## src/rtl/serial_subtractor.sv

```systemverilog
// -----------------------------------------------------------------------------
// serial_subtractor
//   Bit-serial subtractor. Computes diff = a - b over WIDTH cycles, LSB first,
//   using a single full-subtractor cell and a registered borrow. A start/busy/
//   done handshake controls it, and the result holds until the next accepted
//   start completes.
//
// Parameters
//   WIDTH     operand / difference width in bits (>= 2)
//
// Ports
//   clk       rising-edge clock
//   reset     synchronous, active-high reset
//   start     request; sampled only in IDLE or DONE
//   a, b      minuend / subtrahend, captured on the accepted start
//   busy      high while the serial cell is running
//   done      one-cycle pulse; diff/borrow valid from this cycle on
//   diff      (a - b) mod 2^WIDTH
//   borrow    1 when a < b (unsigned)
//   overflow  signed overflow flag (only with SERSUB_OVERFLOW_EN defined)
//
// Optional feature macro: SERSUB_OVERFLOW_EN
//
// State table
//   IDLE | waiting for start, result held
//   RUN  | one bit per cycle through the subtractor cell
//   DONE | result just updated, done pulse; start accepted here too
// -----------------------------------------------------------------------------
module serial_subtractor #(
  parameter int WIDTH = 4
) (
  input  logic             clk,
  input  logic             reset,
  input  logic             start,
  input  logic [WIDTH-1:0] a,
  input  logic [WIDTH-1:0] b,
  output logic             busy,
  output logic             done,
  output logic [WIDTH-1:0] diff,
`ifdef SERSUB_OVERFLOW_EN
  output logic             overflow,
`endif
  output logic             borrow
);

  localparam int CW = (WIDTH > 2) ? $clog2(WIDTH) : 1;
  localparam logic [CW-1:0] LAST = CW'(WIDTH - 1);

  localparam logic [1:0] IDLE = 2'd0;
  localparam logic [1:0] RUN  = 2'd1;
  localparam logic [1:0] DONE = 2'd2;

  logic [1:0]       state_q,   state_d;
  logic [WIDTH-1:0] a_sh_q,    a_sh_d;
  logic [WIDTH-1:0] b_sh_q,    b_sh_d;
  logic [WIDTH-1:0] diff_sh_q, diff_sh_d;
  logic             br_q,      br_d;
  logic [CW-1:0]    cnt_q,     cnt_d;
  logic [WIDTH-1:0] diff_q,    diff_d;
  logic             borrow_q,  borrow_d;
`ifdef SERSUB_OVERFLOW_EN
  // Operand sign bits are shifted out of a_sh/b_sh, so keep them separately.
  logic             a_msb_q,   a_msb_d;
  logic             b_msb_q,   b_msb_d;
  logic             ovf_q,     ovf_d;
`endif

  logic x, y, d_bit, br_next;

  always_comb begin
    x       = a_sh_q[0];
    y       = b_sh_q[0];
    d_bit   = x ^ y ^ br_q;
    br_next = (~x & y) | (~x & br_q) | (y & br_q);

    state_d   = state_q;
    a_sh_d    = a_sh_q;
    b_sh_d    = b_sh_q;
    diff_sh_d = diff_sh_q;
    br_d      = br_q;
    cnt_d     = cnt_q;
    diff_d    = diff_q;
    borrow_d  = borrow_q;
`ifdef SERSUB_OVERFLOW_EN
    a_msb_d   = a_msb_q;
    b_msb_d   = b_msb_q;
    ovf_d     = ovf_q;
`endif

    case (state_q)
      IDLE, DONE: begin
        state_d = IDLE;
        if (start) begin
          state_d = RUN;
          a_sh_d  = a;
          b_sh_d  = b;
          br_d    = 1'b0;
          cnt_d   = '0;
`ifdef SERSUB_OVERFLOW_EN
          a_msb_d = a[WIDTH-1];
          b_msb_d = b[WIDTH-1];
`endif
        end
      end
      RUN: begin
        a_sh_d    = a_sh_q >> 1;
        b_sh_d    = b_sh_q >> 1;
        diff_sh_d = {d_bit, diff_sh_q[WIDTH-1:1]};
        br_d      = br_next;
        cnt_d     = cnt_q + CW'(1);
        if (cnt_q == LAST) begin
          // Last bit: publish the result so it is visible in the DONE cycle.
          state_d  = DONE;
          diff_d   = diff_sh_d;
          borrow_d = br_next;
`ifdef SERSUB_OVERFLOW_EN
          // d_bit is the sign bit of the difference here.
          ovf_d    = (a_msb_q != b_msb_q) && (d_bit != a_msb_q);
`endif
        end
      end
      default: state_d = IDLE;
    endcase
  end

  always_ff @(posedge clk) begin
    if (reset) begin
      state_q   <= IDLE;
      a_sh_q    <= '0;
      b_sh_q    <= '0;
      diff_sh_q <= '0;
      br_q      <= 1'b0;
      cnt_q     <= '0;
      diff_q    <= '0;
      borrow_q  <= 1'b0;
`ifdef SERSUB_OVERFLOW_EN
      a_msb_q   <= 1'b0;
      b_msb_q   <= 1'b0;
      ovf_q     <= 1'b0;
`endif
    end else begin
      state_q   <= state_d;
      a_sh_q    <= a_sh_d;
      b_sh_q    <= b_sh_d;
      diff_sh_q <= diff_sh_d;
      br_q      <= br_d;
      cnt_q     <= cnt_d;
      diff_q    <= diff_d;
      borrow_q  <= borrow_d;
`ifdef SERSUB_OVERFLOW_EN
      a_msb_q   <= a_msb_d;
      b_msb_q   <= b_msb_d;
      ovf_q     <= ovf_d;
`endif
    end
  end

  assign busy   = (state_q == RUN);
  assign done   = (state_q == DONE);
  assign diff   = diff_q;
  assign borrow = borrow_q;
`ifdef SERSUB_OVERFLOW_EN
  assign overflow = ovf_q;
`endif

endmodule

```

## config.mk

```make
export PLATFORM = sky130hd
export DESIGN_NAME = serial_subtractor
export DESIGN_NICKNAME = d
export VERILOG_FILES = /design/src/rtl/serial_subtractor.sv
export SDC_FILE = /design/constraint.sdc
export NUM_CORES = 1
export LEC_CHECK = 0
export CORE_UTILIZATION = 30
export DETAILED_ROUTE_END_ITERATION = 6
export GPL_TIMING_DRIVEN = 1
export PLACE_DENSITY_LB_ADDON = 0.1
export SLEW_MARGIN = 40
export SYNTH_ARGS = -nofsm -noshare
export SYNTH_HDL_FRONTEND = slang
export SYNTH_SLANG_ARGS = --single-unit
```

## constraint.sdc

```tcl
create_clock -name clk -period 1.2 [get_ports clk]
set_input_delay 0.36 -clock clk [delete_from_list [all_inputs] [get_ports clk]]
set_output_delay 0.36 -clock clk [all_outputs]
set_load 0.01 [all_outputs]
```

After elaboration in Yosys (flattened, before gate mapping)
Index checks and enable logic that the tools add are counted.

Bits in registers: 22. Latch bits: 0. RAM bits: 0. Memory bits (read-only): 0. Bits of input ports: 11. Output and inout bits: 7. Word-level logic and storage cells: 38. Memories kept: 0.

$add $sub $neg: 1. Multiply operators: 0. Div/mod/pow operators: 0. Magnitude comparators: 0. Eq/ne operators: 5. Shift operators: 0. Mux-type cells: 11. Bitwise gates (word level): 8. Reductions and logical operators: 5.

Operator list (count): 4-bit one-hot mux with 2 select lines (2); 4-bit two-way mux (2); 2-bit one-hot mux with 2 select lines (2); 2-bit == test (second input constant) (2); 2-bit two-way mux (2); 2-bit AND reduction (2); 1-bit AND (3); 2-bit by 1-bit adder with 2-bit output (second input constant) (1); 2-bit by 1-bit == test with 1-bit output (second input constant) (1); 2-bit zero test (1); 1-bit two-way mux (2); 2-bit by 1-bit inequality test with 1-bit output (second input constant) (1); 2-bit inequality test (second input constant) (1); 1-bit OR (2); 1-bit one-hot mux with 2 select lines (1); 2-bit nonzero test (1); 2-bit OR reduction (1); 1-bit XOR (2); 1-bit NOT (1).

Longest topological paths before layout
Gate-level depths: netlist of the first run.

Depth after elaboration: 5. Mapped depth: 5. Depth with buffers taken out: 4.

Worst setup path after synthesis of the first run
Ideal clock, no wire load.

Path type: register to register. Start point: reg a_sh_q[0]. End point: reg diff_q[3] (netlist: diff[3]). Setup time: 91 ps. Arrival: 1045 ps. Data required time: 1109 ps. Path slack: 64 ps. Cell stages (with the launch flop): 4. Path buffers: 0. Period minus slack after synthesis: 1136 ps. Cells stage by stage: dfxtp_1 > inv_1 > fa_1 > a311oi_1.

Longest elaborated chain between the ends: 2.

Ends and longest elaborated chain: start: declaration (RTL line 54) `logic [WIDTH-1:0] a_sh_q, a_sh_d;`; start signal: assignment (RTL line 143) `a_sh_q <= a_sh_d;`; 1-bit XOR (2 in series) (RTL line 73) `d_bit = x ^ y ^ br_q;`; end signal: assignment (RTL line 148) `diff_q <= diff_d;`; end: declaration (RTL line 59) `logic [WIDTH-1:0] diff_q, diff_d;`.

No other way between the ends. A chain may end at the register's enable or synchronous reset.

Worst setup path in the final report of the first run
Start point: reg state_q[1]. End point: out busy.

Longest elaborated chain between the ends: 1.

Ends and longest elaborated chain: start: declaration (RTL line 53) `logic [1:0] state_q, state_d;`; start signal: assignment (RTL line 142) `state_q <= state_d;`; 2-bit by 1-bit == test with 1-bit output (RTL line 158) `assign busy = (state_q == RUN);`; end: declaration (RTL line 37) `output logic busy,`.

No other way between the ends.

==> results of run 1 <==
-- cell families after synthesis --
family                     Yosys count  share of synthesized area, %
AOI/OAI and AO/OA                   21                          17.4
buffers and inverters               10                          9.42
adders and majority gates            2                          3.50
and+or+nand+nor                     48                          24.5
DFF                                 21                          45.2
-- worst min-delay path: cells and delay by family (launching register included) --
kind / cells / cell delay [ps]
DFF: 1 / 340
AOI/OAI and AO/OA: 1 / 50
and+or+nand+nor: 1 / 40
-- registers in the layout, summed over array words and instances, names as in the netlist --
name,count
diff,4
diff_sh_q,3
a_sh_q,4
borrow,1
b_sh_q,4
state_q,2
cnt_q,2
br_q,1
-- metrics by stage --
step / setup WS, ps / TNS, ps / total power (W)
after floorplan: 64.1 / 0 / 0.000933
after global placement: -306 / -3350 / 0.00100
after detailed placement: -332 / -3580 / 0.00100
after CTS: -122 / -219 / 0.00136
after global routing: -151 / -387 / 0.00144
final: -108 / -193 / 0.00135
-- report_power, final --
group | switching [W] | internal [W]
logic | 0.000118 | 0.000126
registers | 0.0000283 | 0.000735
clock network | 0.000222 | 0.000125
-- area by class of cell --
| cell class | instances | share of cell area (%) |
|---|---|---|
| multi-input cells | 71 | 37.7 |
| flip-flops and latches | 21 | 36.2 |
| well taps | 31 | 3.25 |
| repair buffers | 27 | 19.7 |
| clock inverters | 1 | 0.419 |
| clock buffers | 3 | 1.88 |
| inverters | 2 | 0.838 |
-- how the worst min path moves through the flow --
stage,end,start,depth (start not counted)
after floorplan,diff[3],reset,1
after global placement,diff[2],diff[2],2
after detailed placement,diff[1],diff[1],2
after CTS,diff[1],diff[1],2
after global routing,diff[0],diff[0],2
final,diff[1],diff[1],2
-- routing by layer --
metal | up-vias | global-route usage (%) | share of wire, %
met1 | 351 | 16.2 | 50
met5 | - | 0 | 0
met3 | 5 | 3.35 | 3.7
met4 | 0 | 7.14 | 2.3
li1 | 390 | - | -
met2 | 13 | 19.8 | 44
-- what timing repair did --
item / 4_1_cts / 5_1_grt
setup endpoints to repair: 11 / 14
endpoints found under the hold margin: 0 / 0
hold buffers: 0 / 0
resized for setup: 40 / 7
buffers inserted: 1 / 0
gates cloned: 0 / 0
pin swaps: 0 / 5
-- cell usage in the layout (no fill, tap or decap), drive strengths merged --
cell | Yosys | routed
nand2 | 24 | 24
dfxtp | 21 | 21
buf | 4 | 17
a21oi | 12 | 12
nand3 | 9 | 9
nor2 | 9 | 9
clkdlybuf4s50 | 0 | 9
a311oi | 7 | 7
clkbuf | 4 | 3
nand2b | 3 | 3
nor2b | 2 | 2
inv | 2 | 2
nand3b | 1 | 1
o21a | 1 | 1
a211oi | 1 | 1
fa | 1 | 1
ha | 1 | 1
clkinv | 0 | 1
dlymetal6s2s | 0 | 1
==> results_dict.tcl, run 1 <==
set metrics [dict create \
    place_hpwl_mm 1.22 \
    final_core_util_pct 41.9 \
    start_util_pct 32.6 \
    synth_edf_count 0 \
    syn_area_um2 930 \
    synth_top_area_share_pct 45.2 \
    status "finished, violations left" \
    cts_sinks 21 \
    power_leakage_nw 0.463 \
    hold_path.class "reg -> reg" \
    drc_errors 1 \
    die_h_um 57.7 \
    cp_num_buf_inv 2 \
    ioPinCount 18 \
    setup_ws_ps -108 \
    setup_violations 2 \
    fin_skew_ps 4.21 \
    start_kind "flop" \
    layout_min_cycle_time_ps 1310 \
    critPathCaptureType "output port" \
    syn_avg_cell_area_um2 9.11 \
    synth_ff_type "dfxtp_1" \
    yosysMostFrequentCell "dfxtp_1" \
    crit_type "reg -> out" \
    critPathArrivalTime_ps 950 \
    port_buffers 17 \
    hold_ws_ps 456 \
    synth-seq-area-share_pct 45.2 \
    nNetsFinal 139 \
    grt_use_total_pct 12.8 \
    root_buffer "clkbuf_4" \
    syn_to_final_growth_pct 28.5 \
    violations "DRC, setup timing" \
    ant_nets 0 \
    placed_cells 151 \
    relSlewSlack_pct 83.7 \
    placed_area_mm2 0.00114 \
    synth_area_leaders "dfxtp_1, nand2_1, a21oi_1" \
    crit_cells 3 \
    syn_inst 102 \
    clk_latency_ps 310 \
    diodes 0 \
    drive_above_1_share_pct 35.2 \
    yosys.area.top_type "dfxtp_1" \
    maxCapViolCount 0 \
    fp.dieW_um 57.7 \
    critPathMaxStageDelay_ps 340 \
    fin_crit_sh_pct 109 \
    vias 759 \
    critPathRequiredTime_ps 840 \
    cp-endpoint "busy" \
    clkSlewWorstSetupHoldPaths_ps 120 \
    hold_violations 0 \
    dieArea_mm2 0.00333 \
    worst_r2r_path_depth 6 \
    grt_max_degree 22 \
    vias_per_cell 4.87 \
    core_mm2 0.00285 \
    firstDrtPassIters 6 \
    power_density_mw_per_mm2 1130 \
    slew_violations 0 \
    crit_path_max_fanout 3 \
    drtIter0Drc 15 \
    rsz0062_at_grt "true" \
    ys_ff_latch 21 \
    antenna_found_initial 0 \
    r2r_start "state_q[1]" \
    r2r-end "diff[3]" \
    yosys_warnings 0 \
    cp_slowest_cell "dfxtp_2" \
    cts_max_path_buffers 2 \
    grt_pass1_vias 743 \
    fmax_ghz 0.764 \
    crit_start "state_q[1]" \
    num-fill-cells 306 \
    final_area_mm2 0.00119 \
    num_rows 19 \
    htreeDepth 1 \
    wire_per_inst_um 11.9 \
    syn_nets 115 \
    cts_tree "done" \
    synth_cell_type_count 24 \
    multi_input_area_um2 450 \
    path_delay_family "flip-flops" \
    ir_drop_mv 0.362 \
    cts-buffers-inserted 3 \
    reg2reg_setup_slack_ps 40 \
    tightest_slew_ps 244 \
    crit_chain "nand2b_4, inv_4, buf_6" \
    gr-total-overflow 0 \
    async_flop_share_pct 0 \
    seqCellArea_um2 433 \
    fin_cells 156 \
    place_congestion 0.697 \
    wirelength_mm 1.85 \
    grt_pass1_wl_mm 3.17 \
    synth_commonest_cells "dfxtp_1, nand2_1, a21oi_1" \
]
(Power assumes the default switching activity.)
==> run 2: changes to the inputs <==
--- a/config.mk
+++ b/config.mk
@@ -13,3 +13,4 @@
 export SYNTH_ARGS = -nofsm -noshare
 export SYNTH_HDL_FRONTEND = slang
 export SYNTH_SLANG_ARGS = --single-unit
+export TNS_END_PERCENT = 100
==> results of run 2 <==
Same layout as run 1: the final DEF is identical, and so are final timing and power.
